--- src/rtl/imem_loader_run_ctrl.sv ---
// Program loader and run controller for a MIPS core: streams words into instruction
// memory, releases the core at a chosen PC, and freezes it after a cycle budget.
module imem_loader_run_ctrl #(
    parameter int MAX_WORDS = 256,
    parameter int CW        = 16
) (
    input  logic          clk,
    input  logic          rst_n,
    input  logic          start,
    input  logic          abort,
    input  logic [31:0]   start_pc,
    input  logic [CW-1:0] run_cycles,
    input  logic          load_valid,
    input  logic [31:0]   load_data,
    input  logic          load_last,
    output logic          load_ready,
    output logic          imem_we,
    output logic [31:0]   imem_addr,
    output logic [31:0]   imem_wdata,
    output logic          cpu_rst_n,
    output logic          cpu_hold,
    output logic [31:0]   cpu_pc_init,
    output logic [CW-1:0] cycle_count,
    output logic          busy,
    output logic          done,
    output logic          error
);
    localparam int WCW = $clog2(MAX_WORDS + 1);

    typedef enum logic [2:0] {
        S_IDLE,
        S_LOAD,
        S_SETTLE,
        S_RUN,
        S_HALT
    } state_t;

    state_t        state_q;
    logic [31:0]   ptr_q;
    logic [WCW-1:0] cnt_q;
    logic [CW-1:0] budget_q;
    logic [CW-1:0] cycle_q;
    logic [31:0]   pc_init_q;
    logic          cpu_rst_n_q;
    logic          cpu_hold_q;
    logic          busy_q;
    logic          done_q;
    logic          error_q;

    logic           accept;
    logic [WCW-1:0] cnt_d;
    logic           budget_hit;

    // The write port is combinational so a word lands in memory in its handshake cycle.
    assign load_ready = (state_q == S_LOAD);
    assign accept     = load_ready & load_valid;
    assign imem_we    = accept;
    assign imem_addr  = accept ? ptr_q : 32'd0;
    assign imem_wdata = accept ? load_data : 32'd0;

    assign cnt_d      = cnt_q + WCW'(1);
    assign budget_hit = (budget_q != '0) && (cycle_q == budget_q);

    always_ff @(posedge clk or negedge rst_n) begin
        if (!rst_n) begin
            state_q     <= S_IDLE;
            ptr_q       <= 32'd0;
            cnt_q       <= '0;
            budget_q    <= '0;
            cycle_q     <= '0;
            pc_init_q   <= 32'd0;
            cpu_rst_n_q <= 1'b0;
            cpu_hold_q  <= 1'b0;
            busy_q      <= 1'b0;
            done_q      <= 1'b0;
            error_q     <= 1'b0;
        end else begin
            error_q <= 1'b0;
            // A handshake that coincides with abort still counts as a completed write.
            if (accept) begin
                ptr_q <= ptr_q + 32'd4;
                cnt_q <= cnt_d;
            end
            if (abort) begin
                state_q     <= S_IDLE;
                cpu_rst_n_q <= 1'b0;
                cpu_hold_q  <= 1'b0;
                busy_q      <= 1'b0;
                done_q      <= 1'b0;
            end else begin
                case (state_q)
                    S_IDLE, S_HALT: begin
                        if (start) begin
                            if (start_pc[1:0] != 2'b00) begin
                                error_q <= 1'b1;
                            end else begin
                                state_q     <= S_LOAD;
                                ptr_q       <= start_pc;
                                pc_init_q   <= start_pc;
                                budget_q    <= run_cycles;
                                cnt_q       <= '0;
                                cycle_q     <= '0;
                                cpu_rst_n_q <= 1'b0;
                                cpu_hold_q  <= 1'b0;
                                busy_q      <= 1'b1;
                                done_q      <= 1'b0;
                            end
                        end
                    end
                    S_LOAD: begin
                        if (accept) begin
                            if (load_last) begin
                                state_q <= S_SETTLE;
                            end else if (cnt_d == WCW'(MAX_WORDS)) begin
                                state_q <= S_IDLE;
                                busy_q  <= 1'b0;
                                error_q <= 1'b1;
                            end
                        end
                    end
                    S_SETTLE: begin
                        // Counter leaves this cycle at 1 so the first RUN cycle reads 1.
                        state_q     <= S_RUN;
                        cpu_rst_n_q <= 1'b1;
                        cycle_q     <= cycle_q + CW'(1);
                    end
                    S_RUN: begin
                        if (budget_hit) begin
                            state_q    <= S_HALT;
                            cpu_hold_q <= 1'b1;
                            busy_q     <= 1'b0;
                            done_q     <= 1'b1;
                        end else if (cycle_q != '1) begin
                            cycle_q <= cycle_q + CW'(1);
                        end
                    end
                    default: begin
                        state_q     <= S_IDLE;
                        cpu_rst_n_q <= 1'b0;
                        cpu_hold_q  <= 1'b0;
                        busy_q      <= 1'b0;
                        done_q      <= 1'b0;
                    end
                endcase
            end
        end
    end

    assign cpu_rst_n   = cpu_rst_n_q;
    assign cpu_hold    = cpu_hold_q;
    assign cpu_pc_init = pc_init_q;
    assign cycle_count = cycle_q;
    assign busy        = busy_q;
    assign done        = done_q;
    assign error       = error_q;

endmodule
--- config.mk ---
export PLATFORM = sky130hd
export DESIGN_NAME = imem_loader_run_ctrl
export DESIGN_NICKNAME = d
export VERILOG_FILES = /design/src/rtl/imem_loader_run_ctrl.sv
export SDC_FILE = /design/constraint.sdc
export NUM_CORES = 1
export LEC_CHECK = 0
export BUFFER_PORTS_ARGS = -buffer_cell sky130_fd_sc_hd__buf_2
export CORE_AREA = 3 3 134 136
export CTS_CLUSTER_DIAMETER = 120
export DETAILED_ROUTE_END_ITERATION = 10
export DIE_AREA = 0 0 137 139
export HOLD_SLACK_MARGIN = 0.08
export PLACE_DENSITY = 0.59
export SETUP_SLACK_MARGIN = 0.4
export SYNTH_ARGS = -nofsm -noshare
export SYNTH_HDL_FRONTEND = slang
export SYNTH_SLANG_ARGS = --single-unit
export TNS_END_PERCENT = 10
--- constraint.sdc ---
create_clock -name clk -period 2.61 [get_ports clk]
set_input_delay 0.261 -clock clk [delete_from_list [all_inputs] [get_ports clk]]
set_output_delay 0.261 -clock clk [all_outputs]
set_load 0.02 [all_outputs]
==> run_summary.xml, run 1 <==
<?xml version="1.0" encoding="UTF-8"?>
<metrics>
  <group name="status">
    <metric name="run_status" unit="">completed</metric>
  </group>
  <group name="place">
    <metric name="placed_cells_incl_taps" unit="">1085</metric>
    <metric name="pre_cts_ws" unit="ps">265</metric>
    <metric name="replace_congestion" unit="">0.876</metric>
    <metric name="portBuffers" unit="">204</metric>
    <metric name="detailed_place_hpwl" unit="mm">12.2</metric>
  </group>
  <group name="timing">
    <metric name="slew_violations" unit="">0</metric>
    <metric name="finalSetupViolCount" unit="">0</metric>
    <metric name="slew_headroom" unit="%">55.6</metric>
    <metric name="worst_clock_skew" unit="ps">10.3</metric>
    <metric name="tightestPinTransition" unit="ps">666</metric>
    <metric name="max_freq" unit="MHz">456</metric>
    <metric name="setup_slack" unit="ps">417</metric>
    <metric name="hold_viol_final" unit="">0</metric>
    <metric name="final.min_clock_period" unit="ps">2190</metric>
    <metric name="fin_tns_setup" unit="ps">0</metric>
    <metric name="hold-worst-slack" unit="ps">95.3</metric>
    <metric name="period_utilization" unit="%">84.0</metric>
    <metric name="grt_setup_unrepaired" unit="">yes</metric>
  </group>
  <group name="cts">
    <metric name="cts-root-buf" unit="">clkbuf_16</metric>
    <metric name="cts_tree" unit="">built</metric>
    <metric name="clock_slew_at_reported_path_ffs" unit="ps">70</metric>
    <metric name="clock_tree.buffer_depth" unit="">2</metric>
    <metric name="h-tree-depth" unit="">3</metric>
    <metric name="numClockSinks" unit="">112</metric>
    <metric name="worst_skew_pair.late_latency" unit="ps">350</metric>
    <metric name="tritoncts.num_buffers" unit="">9</metric>
  </group>
  <group name="floorplanning">
    <metric name="floorplan.io_pins" unit="">205</metric>
    <metric name="die-width" unit="um">137</metric>
    <metric name="placementRows" unit="">48</metric>
    <metric name="dieArea" unit="mm2">0.0190</metric>
    <metric name="die_h" unit="um">139</metric>
    <metric name="initial_core_util" unit="%">34.6</metric>
    <metric name="core_area" unit="mm2">0.0171</metric>
  </group>
  <group name="drt">
    <metric name="avgViaCountPerCell" unit="">4.82</metric>
    <metric name="routed_wire_length_per_instance" unit="um">15.3</metric>
    <metric name="route.antenna.remaining_nets" unit="">0</metric>
    <metric name="detail_route.iter0.violations" unit="">292</metric>
    <metric name="route.vias.total" unit="">5362</metric>
    <metric name="drt_drc_violations_left" unit="">0</metric>
    <metric name="drt-pass1-iter-count" unit="">5</metric>
    <metric name="drt_wl_total" unit="mm">17.0</metric>
  </group>
  <group name="power_and_ir_drop">
    <metric name="switching_power" unit="mW">1.60</metric>
    <metric name="cellLeakagePower" unit="nW">3.94</metric>
    <metric name="maximum_vdd_drop" unit="uV">306</metric>
    <metric name="powerDensity" unit="mW/mm2">621</metric>
    <metric name="power.sequential.fraction" unit="%">49.8</metric>
    <metric name="share_clk_of_total_power" unit="%">27.8</metric>
    <metric name="power.internal" unit="mW">3.18</metric>
    <metric name="power.combinational.fraction" unit="%">22.4</metric>
    <metric name="sw_frac_of_total" unit="%">33.5</metric>
  </group>
  <group name="yosys">
    <metric name="post-synth-top-area-cell" unit="">dfrtp_1</metric>
    <metric name="ys_ff_latch" unit="">112</metric>
    <metric name="synth.area.top_cells" unit="">dfrtp_1, nand2_1, and2_1, xnor2_1, xor2_1</metric>
    <metric name="cells_after_synth" unit="">676</metric>
    <metric name="synth_top_cell_area_share" unit="%">47.4</metric>
    <metric name="netlist_top_cells_count" unit="">nand2_1, dfrtp_1, and2_1</metric>
    <metric name="synthesized_area_per_cell" unit="um2">8.74</metric>
    <metric name="synthFlopType" unit="">dfrtp_1</metric>
    <metric name="yosys.cell_types.count" unit="">54</metric>
    <metric name="yosys.cell_count.top_type" unit="">nand2_1</metric>
    <metric name="synth-warning-count" unit="">0</metric>
    <metric name="async_reset_ff_share" unit="%">100</metric>
    <metric name="edff_count_synth" unit="">0</metric>
    <metric name="synthesis.area" unit="mm2">0.00591</metric>
    <metric name="postSynthNetCount" unit="">767</metric>
    <metric name="synth_seq_area_share" unit="%">47.4</metric>
  </group>
  <group name="cells_and_area">
    <metric name="number_of_fill_cells" unit="">1710</metric>
    <metric name="syn_to_final_growth" unit="%">30.3</metric>
    <metric name="layoutNonFillerInstCount" unit="">1112</metric>
    <metric name="multi_input_comb_area" unit="mm2">0.00297</metric>
    <metric name="post_route_cells_drive_above_1_share" unit="%">31.0</metric>
    <metric name="ff_latch_area" unit="mm2">0.00281</metric>
    <metric name="nNetsFinal" unit="">974</metric>
    <metric name="antennaDiodeCount" unit="">0</metric>
  </group>
  <group name="critical_path">
    <metric name="timing.critical_path.fanout_max" unit="">7</metric>
    <metric name="critPathTopFamily" unit="">simple AND/OR/NAND/NOR gates</metric>
    <metric name="critPathMaxStageDelay" unit="ps">530</metric>
    <metric name="critPathLaunchType" unit="">flip-flop</metric>
    <metric name="critical_path.n_buffers_inverters" unit="">0</metric>
    <metric name="worstPathCellList" unit="">and3_4, and4_4, a211o_4, a21o_4, or4_1, a21oi_2</metric>
    <metric name="cp.required" unit="ps">2900</metric>
    <metric name="critPathCaptureType" unit="">flip-flop</metric>
    <metric name="slowest_cp_cell" unit="">or4_1</metric>
    <metric name="worst-setup-path-type" unit="">flip-flop to flip-flop</metric>
    <metric name="crit_path_dat" unit="ps">2480</metric>
  </group>
  <group name="global_routing">
    <metric name="grt_pass1_vias" unit="">5124</metric>
    <metric name="grt_first_pass_wirelength" unit="mm">27.2</metric>
    <metric name="grtUsageTotal" unit="%">17.7</metric>
    <metric name="antenna_violations_before_repair" unit="">0</metric>
    <metric name="grt-busiest-layer" unit="">met2</metric>
    <metric name="grt_use_met2" unit="%">28.3</metric>
    <metric name="largest_net_degree_at_the_start_of_global_routing" unit="">51</metric>
    <metric name="met3_usage" unit="%">4.64</metric>
    <metric name="gr-usage-met1" unit="%">24.2</metric>
    <metric name="globalRoute.totalOverflow" unit="">0</metric>
  </group>
  <group name="hold_path">
    <metric name="timing.hold.worst.class" unit="">input port to flip-flop</metric>
  </group>
  <group name="job">
    <metric name="maxCapViolCount" unit="">0</metric>
  </group>
</metrics>
worst register-to-register path: cells and delay by family (launching register included):
kind            cells  cell delay (ps)
compound gates      3              740
flops               1              450
simple gates        3              940
state kept, by name, summed over array words and instances (netlist names):
name	flops
cnt_q	9
state_q	3
cpu_rst_n	1
done	1
cpu_pc_init	32
cycle_count	16
budget_q	16
ptr_q	32
busy	1
error	1
cell usage in the layout (no fill, tap or decap), types with 2 or more instances in the layout:
master	count
xnor2_1	29
nor3_1	8
o211ai_1	3
nor4_2	2
o21ai_0	30
xor2_1	26
buf_2	203
nor4_1	9
nand2b_1	7
nor2b_1	2
mux2i_1	4
dfrtp_2	9
and2_1	65
and4_1	4
buf_12	5
ha_1	5
inv_1	9
a21oi_1	14
nand3_1	21
a31o_1	2
dfrtp_1	103
nor2_1	40
nand4_1	14
a31oi_1	3
nand2_1	176
or4_1	4
buf_4	23
nor3_2	2
and3_1	5
clkbuf_16	10
o21ai_1	7
a22oi_1	2
nand2_2	2
o31ai_1	3
or3_1	2
what timing repair did:
action | 4_1_cts | 5_1_grt
pin swaps | 1 | 2
hold buffers | 1 | 0
setup endpoints to repair | 63 | 50
gates cloned | 0 | 1
setup buffers | 2 | 8
hold endpoints to repair | 45 | 0
gates resized for setup | 11 | 13
metrics by stage:
stage / utilization, % / instance area [um2] / total power, mW
2_1_floorplan: - / 5910 / 3.02
3_3_place_gp: 42.4 / 7230 / 3.44
3_5_place_dp: 42.4 / 7230 / 3.45
4_1_cts: 44.4 / 7580 / 4.82
5_1_grt: 45.2 / 7700 / 5.07
6_report: 45.2 / 7700 / 4.78
power by group through the flow:
stage | sequential (mW) | clock, mW | combinational, mW
6_report | 2.38 | 1.33 | 1.07
3_3_place_gp | 2.40 | 0 | 1.04
5_1_grt | 2.43 | 1.43 | 1.20
3_5_place_dp | 2.40 | 0 | 1.05
4_1_cts | 2.38 | 1.38 | 1.06
2_1_floorplan | 2.47 | 0 | 0.551
cell type report:
| cell class | instances | area share (%) |
|---|---|---|
| Sequential cell | 112 | 36.5 |
| Clock inverter | 4 | 0.390 |
| Inverter | 10 | 0.520 |
| Multi-Input combinational cell | 517 | 38.6 |
| Clock buffer | 11 | 3.15 |
| Timing Repair Buffer | 233 | 17.2 |
| Tap cell | 225 | 3.66 |
layer usage:
| layer | wire length [um] | vias up | part of all wire (%) |
|---|---|---|---|
| li1 | - | 2664 | - |
| met1 | 7680 | 2526 | 45 |
| met2 | 8020 | 156 | 47 |
| met3 | 1140 | 16 | 6.7 |
| met4 | 202 | 0 | 1.2 |
| met5 | 0 | - | 0 |
final timing paths:
kind	startpoint	endpoint	slack, ps	cells past startpoint
max	cycle_count[9]	cycle_count[11]	420	6
min	run_cycles[8]	budget_q[8]	100	3
max reg2reg	cycle_count[9]	cycle_count[11]	420	6
min reg2reg	cpu_pc_init[3]	cpu_pc_init[3]	470	2
max in group asynchronous	rst_n	cycle_count[9]	1400	3
min in group asynchronous	rst_n	cpu_pc_init[3]	500	2
cell families after synthesis:
| logic type | Yosys count | synth area share, % |
|---|---|---|
| flops | 112 | 47.4 |
| buf+inv | 47 | 3.30 |
| fa+ha+maj | 5 | 1.06 |
| simple gates | 375 | 31.2 |
| compound gates | 78 | 8.20 |
| xor+xnor | 55 | 8.15 |
| mux | 4 | 0.678 |
(Power assumes the default switching activity.)
==> run 2, diff against run 1 <==
--- a/config.mk
+++ b/config.mk
@@ -5,13 +5,14 @@
 export SDC_FILE = /design/constraint.sdc
 export NUM_CORES = 1
 export LEC_CHECK = 0
+export ABC_AREA = 1
 export BUFFER_PORTS_ARGS = -buffer_cell sky130_fd_sc_hd__buf_2
-export CORE_AREA = 3 3 134 136
+export CORE_AREA = 3 3 144 146
 export CTS_CLUSTER_DIAMETER = 120
 export DETAILED_ROUTE_END_ITERATION = 10
-export DIE_AREA = 0 0 137 139
+export DIE_AREA = 0 0 147 149
 export HOLD_SLACK_MARGIN = 0.08
-export PLACE_DENSITY = 0.59
+export PLACE_DENSITY = 0.57
 export SETUP_SLACK_MARGIN = 0.4
 export SYNTH_ARGS = -nofsm -noshare
 export SYNTH_HDL_FRONTEND = slang
==> constraint.sdc (replaced) <==
create_clock -name clk -period 2.2 [get_ports clk]
set_input_delay 0.22 -clock clk [delete_from_list [all_inputs] [get_ports clk]]
set_output_delay 0.22 -clock clk [all_outputs]
set_load 0.02 [all_outputs]
==> run 2 against run 1 <==
First-iteration DRC count grew 49%. Critical path depth grew 2. Via count grew 30%. Register-to-register slack lost 97 ps. Global-route usage grew 1.0 points. Synthesized cell count grew 46%. Count of clock-buffer cells in the layout shrank 2. Clock power grew 33%. Combinational power grew to 4.7 times the previous value. Design area grew 22%. Largest cell class unchanged.
==> run_summary.xml, run 2 <==
<?xml version="1.0" encoding="UTF-8"?>
<metrics>
  <group name="drt">
    <metric name="drt-pass1-iter-count" unit="">4</metric>
    <metric name="topRoutingLayerUsed" unit="">met4</metric>
    <metric name="wl_met3" unit="mm">1.28</metric>
    <metric name="routed_wire_length_per_instance" unit="um">14.3</metric>
    <metric name="drt_wl_total" unit="mm">21.7</metric>
    <metric name="detail_route.iter0.violations" unit="">435</metric>
    <metric name="wl_met1" unit="mm">9.73</metric>
    <metric name="avgViaCountPerCell" unit="">4.61</metric>
    <metric name="drt_drc_violations_left" unit="">0</metric>
    <metric name="wl_met2" unit="mm">10.2</metric>
    <metric name="route.antenna.remaining_nets" unit="">0</metric>
    <metric name="route.vias.total" unit="">6987</metric>
  </group>
  <group name="critical_path">
    <metric name="critPathLaunchType" unit="">flip-flop</metric>
    <metric name="timing.critical_path.fanout_max" unit="">11</metric>
    <metric name="cp.required" unit="ps">1980</metric>
    <metric name="worst-setup-path-type" unit="">flip-flop to output pin</metric>
    <metric name="crit_path_dat" unit="ps">1730</metric>
    <metric name="critPathCaptureType" unit="">output pin</metric>
  </group>
  <group name="cells_and_area">
    <metric name="nNetsFinal" unit="">1336</metric>
    <metric name="design_area" unit="mm2">0.00938</metric>
    <metric name="layout_common_cells" unit="">nand2_1, buf_2, nor2_1</metric>
    <metric name="syn_to_final_growth" unit="%">37.4</metric>
    <metric name="antennaDiodeCount" unit="">0</metric>
    <metric name="layoutNonFillerInstCount" unit="">1515</metric>
    <metric name="ff_latch_area" unit="mm2">0.00281</metric>
    <metric name="multi_input_comb_area" unit="mm2">0.00357</metric>
    <metric name="post_route_cells_drive_above_1_share" unit="%">30.6</metric>
    <metric name="layout_commonest_cell" unit="">nand2_1</metric>
    <metric name="postLayoutCoreUtil" unit="%">48.1</metric>
    <metric name="number_of_fill_cells" unit="">2014</metric>
  </group>
  <group name="timing">
    <metric name="fin_tns_setup" unit="ps">0</metric>
    <metric name="finalSetupViolCount" unit="">0</metric>
    <metric name="tightestPinTransition" unit="ps">498</metric>
    <metric name="period_utilization" unit="%">88.6</metric>
    <metric name="setup_slack" unit="ps">251</metric>
    <metric name="grt_setup_unrepaired" unit="">yes</metric>
    <metric name="hold_viol_final" unit="">0</metric>
    <metric name="slew_violations" unit="">0</metric>
    <metric name="worst_clock_skew" unit="ps">7.96</metric>
    <metric name="max_freq" unit="MHz">513</metric>
    <metric name="final.min_clock_period" unit="ps">1950</metric>
    <metric name="slew_headroom" unit="%">66.8</metric>
  </group>
  <group name="floorplanning">
    <metric name="floorplan.io_pins" unit="">205</metric>
    <metric name="placementRows" unit="">51</metric>
    <metric name="core_area" unit="mm2">0.0195</metric>
    <metric name="initial_core_util" unit="%">35.0</metric>
    <metric name="dieArea" unit="mm2">0.0219</metric>
    <metric name="die-width" unit="um">147</metric>
    <metric name="die_h" unit="um">149</metric>
  </group>
  <group name="global_routing">
    <metric name="grtUsageTotal" unit="%">18.8</metric>
    <metric name="globalRoute.totalOverflow" unit="">0</metric>
    <metric name="largest_net_degree_at_the_start_of_global_routing" unit="">63</metric>
    <metric name="antenna_violations_before_repair" unit="">0</metric>
    <metric name="grt_pass1_vias" unit="">6647</metric>
    <metric name="grt_first_pass_wirelength" unit="mm">33.5</metric>
  </group>
  <group name="power_and_ir_drop">
    <metric name="powerDensity" unit="mW/mm2">1110</metric>
    <metric name="maximum_vdd_drop" unit="uV">675</metric>
    <metric name="cellLeakagePower" unit="nW">5.05</metric>
  </group>
  <group name="yosys">
    <metric name="cells_after_synth" unit="">989</metric>
    <metric name="async_reset_ff_share" unit="%">100</metric>
    <metric name="post-synth-top-area-cell" unit="">dfrtp_1</metric>
    <metric name="yosys.cell_count.top_type" unit="">nand2_1</metric>
    <metric name="edff_count_synth" unit="">0</metric>
    <metric name="synth-warning-count" unit="">0</metric>
    <metric name="postSynthNetCount" unit="">1080</metric>
    <metric name="netlist_top_cells_count" unit="">nand2_1, nor2_1, inv_1</metric>
    <metric name="synth_top_cell_area_share" unit="%">41.0</metric>
    <metric name="ys_ff_latch" unit="">112</metric>
    <metric name="synth.area.top_cells" unit="">dfrtp_1, nand2_1, nor2_1, inv_1, xor2_1</metric>
    <metric name="synthFlopType" unit="">dfrtp_1</metric>
    <metric name="yosys.cell_types.count" unit="">36</metric>
    <metric name="synthesis.area" unit="mm2">0.00683</metric>
    <metric name="synthesized_area_per_cell" unit="um2">6.91</metric>
    <metric name="synth_seq_area_share" unit="%">41.0</metric>
  </group>
  <group name="job">
    <metric name="maxCapViolCount" unit="">0</metric>
  </group>
  <group name="place">
    <metric name="placed_cells_incl_taps" unit="">1454</metric>
    <metric name="pre_cts_ws" unit="ps">86.7</metric>
    <metric name="detailed_place_hpwl" unit="mm">15.1</metric>
    <metric name="replace_congestion" unit="">0.899</metric>
    <metric name="detailed_place.area" unit="mm2">0.00831</metric>
    <metric name="portBuffers" unit="">204</metric>
  </group>
  <group name="cts">
    <metric name="cts-root-buf" unit="">clkbuf_16</metric>
    <metric name="tritoncts.num_buffers" unit="">9</metric>
    <metric name="clock_tree.buffer_depth" unit="">2</metric>
    <metric name="worst_skew_pair.late_latency" unit="ps">360</metric>
    <metric name="h-tree-depth" unit="">3</metric>
    <metric name="numClockSinks" unit="">112</metric>
    <metric name="clock_slew_at_reported_path_ffs" unit="ps">80</metric>
    <metric name="cts_tree" unit="">built</metric>
  </group>
  <group name="status">
    <metric name="run_status" unit="">completed</metric>
  </group>
  <group name="hold_path">
    <metric name="timing.hold.worst.class" unit="">input port to flip-flop</metric>
  </group>
</metrics>
run 2: critical path: stages (launching register included):
cell and delay (ps):
dfrtp_1 390, inv_2 60, nand2_2 60, nor2_4 100, buf_12 140, nand2_8 90, clkbuf_16 210, nor2_1 130
buf_4 160
run 2: cell type report:
cell class              count  share of cell area [%]
inverters                 150                    6.05
clock buffers               9                    2.40
flip-flops and latches    112                    30.0
repair buffers            273                    19.2
clock inverters             7                   0.893
multi-input cells         699                    38.0
well taps                 265                    3.53
run 2: through the flow:
step           total power [mW]  hold slack [ps]
3_5_place_dp               7.88              225
6_report                   10.4             76.5
5_1_grt                    11.2             85.0
4_1_cts                    9.87             80.6
2_1_floorplan              6.51            -75.6
3_3_place_gp               7.85              220
run 2: worst paths after layout:
path | startpoint | endpoint | slack (ps) | depth (start not counted)
min in group asynchronous | rst_n | cpu_rst_n | 370 | 2
setup / recovery | state_q[1] | imem_addr[30] | 250 | 8
setup reg to reg | state_q[1] | ptr_q[29] | 320 | 10
max in group asynchronous | rst_n | cpu_pc_init[22] | 1170 | 3
hold / removal | run_cycles[11] | budget_q[11] | 80 | 3
hold reg to reg | cpu_pc_init[5] | cpu_pc_init[5] | 480 | 2
run 2: routing by layer:
metal  up-vias  GRT usage (%)
li1       3548              -
met1      3194           25.1
met2       203           30.9
met3        42           4.38
met4         0           4.80
met5         -              0
run 2: kinds of logic (layout without fill, tap and decap cells):
| kind of cell | Yosys count | after routing | synth area share, % |
|---|---|---|---|
| xor+xnor | 40 | 40 | 5.13 |
| fa+ha+maj | 5 | 5 | 0.916 |
| compound gates | 63 | 63 | 5.26 |
| simple gates | 588 | 591 | 37.1 |
| flops | 112 | 112 | 41.0 |
| buf+inv | 181 | 439 | 10.6 |
run 2: what timing repair did:
| item | in CTS | in global routing |
|---|---|---|
| gates cloned | 2 | 5 |
| hold buffers | 15 | 0 |
| endpoints found under the setup margin | 96 | 132 |
| endpoints found under the hold margin | 47 | 0 |
| buffers inserted | 11 | 12 |
| resized for setup | 9 | 82 |
| pin swaps | 5 | 20 |
run 2: where the power goes:
part / switching, mW / internal [mW]
sequential: 0.729 / 2.89
combinational: 3.10 / 1.89
clock: 0.864 / 0.909
==> run 3, diff against run 2 <==
==> constraint.sdc (replaced) <==
create_clock -name clk -period 2.25 [get_ports clk]
set_input_delay 0.225 -clock clk [delete_from_list [all_inputs] [get_ports clk]]
set_output_delay 0.225 -clock clk [all_outputs]
set_load 0.02 [all_outputs]
==> run 3 against run 2 <==
Critical path type unchanged. Power down 5.9%. Clock skew up 4.9 ps. Setup slack better by 100 ps. Wire length down 6.7%. Count of clock-buffer cells in the layout unchanged. Register-to-register slack better by 70 ps. Sequential share of layout area up 0.68 points. Design area down 2.1%.
==> run_summary.xml, run 3 (synthesized netlist as in run 2, its figures left out) <==
<?xml version="1.0" encoding="UTF-8"?>
<metrics>
  <group name="global_routing">
    <metric name="largest_net_degree_at_the_start_of_global_routing" unit="">90</metric>
    <metric name="globalRoute.totalOverflow" unit="">0</metric>
    <metric name="grt_pass1_vias" unit="">6448</metric>
    <metric name="antenna_violations_before_repair" unit="">0</metric>
    <metric name="grtUsageTotal" unit="%">17.9</metric>
    <metric name="grt_first_pass_wirelength" unit="mm">32.4</metric>
  </group>
  <group name="floorplanning">
    <metric name="dieArea" unit="mm2">0.0219</metric>
    <metric name="die-width" unit="um">147</metric>
    <metric name="placementRows" unit="">51</metric>
    <metric name="floorplan.io_pins" unit="">205</metric>
    <metric name="die_h" unit="um">149</metric>
    <metric name="core_area" unit="mm2">0.0195</metric>
    <metric name="initial_core_util" unit="%">35.0</metric>
  </group>
  <group name="critical_path">
    <metric name="cp.depth" unit="">7</metric>
    <metric name="timing.reg2reg.worst_path_depth" unit="">12</metric>
    <metric name="worst-setup-path-type" unit="">flip-flop to output pin</metric>
    <metric name="regToRegStartpoint" unit="">state_q[1]</metric>
    <metric name="cp.required" unit="ps">2030</metric>
    <metric name="critPathLaunchType" unit="">flip-flop</metric>
    <metric name="ff2ff_setup_slack" unit="ps">390</metric>
    <metric name="timing.critical_path.from" unit="">state_q[1]</metric>
    <metric name="cp_endpoint" unit="">imem_addr[5]</metric>
    <metric name="critPathCaptureType" unit="">output pin</metric>
    <metric name="critPathMaxStageDelay" unit="ps">400</metric>
    <metric name="critPathTopFamily" unit="">simple AND/OR/NAND/NOR gates</metric>
    <metric name="crit_path_dat" unit="ps">1670</metric>
    <metric name="slowest_cp_cell" unit="">dfrtp_1</metric>
    <metric name="timing.critical_path.fanout_max" unit="">12</metric>
    <metric name="r2r-end" unit="">ptr_q[13]</metric>
    <metric name="crit_path_frequent_cell" unit="">nor2_4</metric>
    <metric name="critical_path.n_buffers_inverters" unit="">3</metric>
    <metric name="worstPathCellList" unit="">inv_2, nand2_4, nor2_4, nand2_8, buf_6, nor2_4, buf_4</metric>
  </group>
  <group name="drt">
    <metric name="drt-pass1-iter-count" unit="">6</metric>
    <metric name="wl_met3" unit="mm">1.04</metric>
    <metric name="wl_met1" unit="mm">9.11</metric>
    <metric name="routed_wire_length_per_instance" unit="um">13.5</metric>
    <metric name="drt_drc_violations_left" unit="">0</metric>
    <metric name="topRoutingLayerUsed" unit="">met4</metric>
    <metric name="detail_route.iter0.violations" unit="">308</metric>
    <metric name="avgViaCountPerCell" unit="">4.56</metric>
    <metric name="route.vias.total" unit="">6841</metric>
    <metric name="route.antenna.remaining_nets" unit="">0</metric>
    <metric name="wl_met2" unit="mm">9.81</metric>
    <metric name="drt_wl_total" unit="mm">20.2</metric>
  </group>
  <group name="cells_and_area">
    <metric name="antennaDiodeCount" unit="">0</metric>
    <metric name="number_of_fill_cells" unit="">2040</metric>
    <metric name="nNetsFinal" unit="">1322</metric>
    <metric name="post_route_cells_drive_above_1_share" unit="%">28.2</metric>
    <metric name="design_area" unit="mm2">0.00919</metric>
    <metric name="syn_to_final_growth" unit="%">34.5</metric>
    <metric name="layout_commonest_cell" unit="">nand2_1</metric>
    <metric name="layout_common_cells" unit="">nand2_1, nor2_1, buf_2</metric>
  </group>
  <group name="power_and_ir_drop">
    <metric name="cellLeakagePower" unit="nW">4.93</metric>
    <metric name="maximum_vdd_drop" unit="uV">521</metric>
    <metric name="powerDensity" unit="mW/mm2">1060</metric>
  </group>
  <group name="timing">
    <metric name="period_utilization" unit="%">84.2</metric>
    <metric name="slew_violations" unit="">0</metric>
    <metric name="slew_headroom" unit="%">65.4</metric>
    <metric name="worst_clock_skew" unit="ps">12.9</metric>
    <metric name="finalSetupViolCount" unit="">0</metric>
    <metric name="final.min_clock_period" unit="ps">1900</metric>
    <metric name="hold_viol_final" unit="">0</metric>
    <metric name="grt_setup_unrepaired" unit="">yes</metric>
    <metric name="max_freq" unit="MHz">528</metric>
    <metric name="fin_tns_setup" unit="ps">0</metric>
    <metric name="tightestPinTransition" unit="ps">519</metric>
  </group>
  <group name="cts">
    <metric name="tritoncts.num_buffers" unit="">9</metric>
    <metric name="h-tree-depth" unit="">3</metric>
    <metric name="numClockSinks" unit="">112</metric>
    <metric name="cts-root-buf" unit="">clkbuf_16</metric>
    <metric name="clock_slew_at_reported_path_ffs" unit="ps">80</metric>
    <metric name="worst_skew_pair.late_latency" unit="ps">370</metric>
    <metric name="cts_tree" unit="">built</metric>
    <metric name="clock_tree.buffer_depth" unit="">2</metric>
  </group>
  <group name="place">
    <metric name="portBuffers" unit="">204</metric>
    <metric name="detailed_place.area" unit="mm2">0.00818</metric>
    <metric name="detailed_place_hpwl" unit="mm">14.7</metric>
    <metric name="replace_congestion" unit="">0.933</metric>
  </group>
  <group name="hold_path">
    <metric name="worstHoldStart" unit="">run_cycles[10]</metric>
    <metric name="timing.hold.worst.class" unit="">input port to flip-flop</metric>
  </group>
  <group name="status">
    <metric name="run_status" unit="">completed</metric>
  </group>
  <group name="job">
    <metric name="maxCapViolCount" unit="">0</metric>
  </group>
</metrics>
## run 3: cell types whose count changed in the layout (fill, tap and decap cells not counted), moves of 3 or more
cell     previous run  this run
dfrtp_2             7        10
nand2_1           256       265
nor2_1            179       187
inv_6               4         1
nand2_2            23        14
buf_6               3         6
buf_4              58        49
inv_2              19        16
dfrtp_1           105       102
nand3_2             5         2
nor2_2             19        10
## run 3: worst register-to-register path: cells and delay by family, from the launching register on
| kind | cells | cell delay [ps] |
|---|---|---|
| and+or+nand+nor | 7 | 760 |
| xor gates and xnor gates | 1 | 150 |
| DFF | 1 | 400 |
| AOI/OAI and AO/OA | 1 | 120 |
| buffers and inverters | 3 | 350 |
## run 3: per-stage QoR
stage               worst slack (ps)  hold slack, ps  power [mW]  instances  utilization [%]
floorplan                        420           -70.6        6.37        989                -
global placement                 434             268        7.62       1442             41.9
detailed placement               383             270        7.65       1442             41.9
CTS                              350            81.7        9.60       1483             45.3
global route                     255            85.4        10.6       1501             47.1
finish                           355            87.3        9.77       1501             47.1
## run 3: worst min path at each step
| stage | end | slack (ps) | cells after the start |
|---|---|---|---|
| final | budget_q[10] | 90 | 3 |
| after global routing | budget_q[3] | 90 | 3 |
| after CTS | budget_q[10] | 80 | 3 |
| after detailed placement | state_q[1] | 270 | 2 |
| after global placement | state_q[1] | 270 | 2 |
| after floorplan | budget_q[0] | -70 | 0 |
## run 3: repair_timing
item | CTS | global route
hold endpoints to repair | 127 | 0
resized for setup | 32 | 52
setup endpoints to repair | 66 | 130
gates cloned | 1 | 4
hold buffers | 14 | 0
buffers inserted | 10 | 14
pin swaps | 2 | 14
## run 3: report_power, final
group | leakage, nW | switching, mW | internal (mW)
Combinational | 3.42 | 2.88 | 1.73
Sequential | 1.36 | 0.687 | 2.82
Clock | 0.150 | 0.859 | 0.796
Total | 4.93 | 4.42 | 5.35
## run 3: final cells by class
cell class / count / area (um2) / share of cell area, %
clock buffer: 9 / 225 / 2.45
clock inverter: 7 / 81.3 / 0.885
inverter: 150 / 568 / 6.18
multi-input combinational: 697 / 3490 / 38.0
sequential: 112 / 2820 / 30.6
tap: 265 / 332 / 3.61
timing repair buffer: 261 / 1670 / 18.2
## run 3: layer usage
layer / GRT usage (%) / vias up
met5: 0 / -
met4: 4.33 / 0
met3: 3.80 / 17
met2: 30.0 / 165
met1: 23.9 / 3132
li1: - / 3527
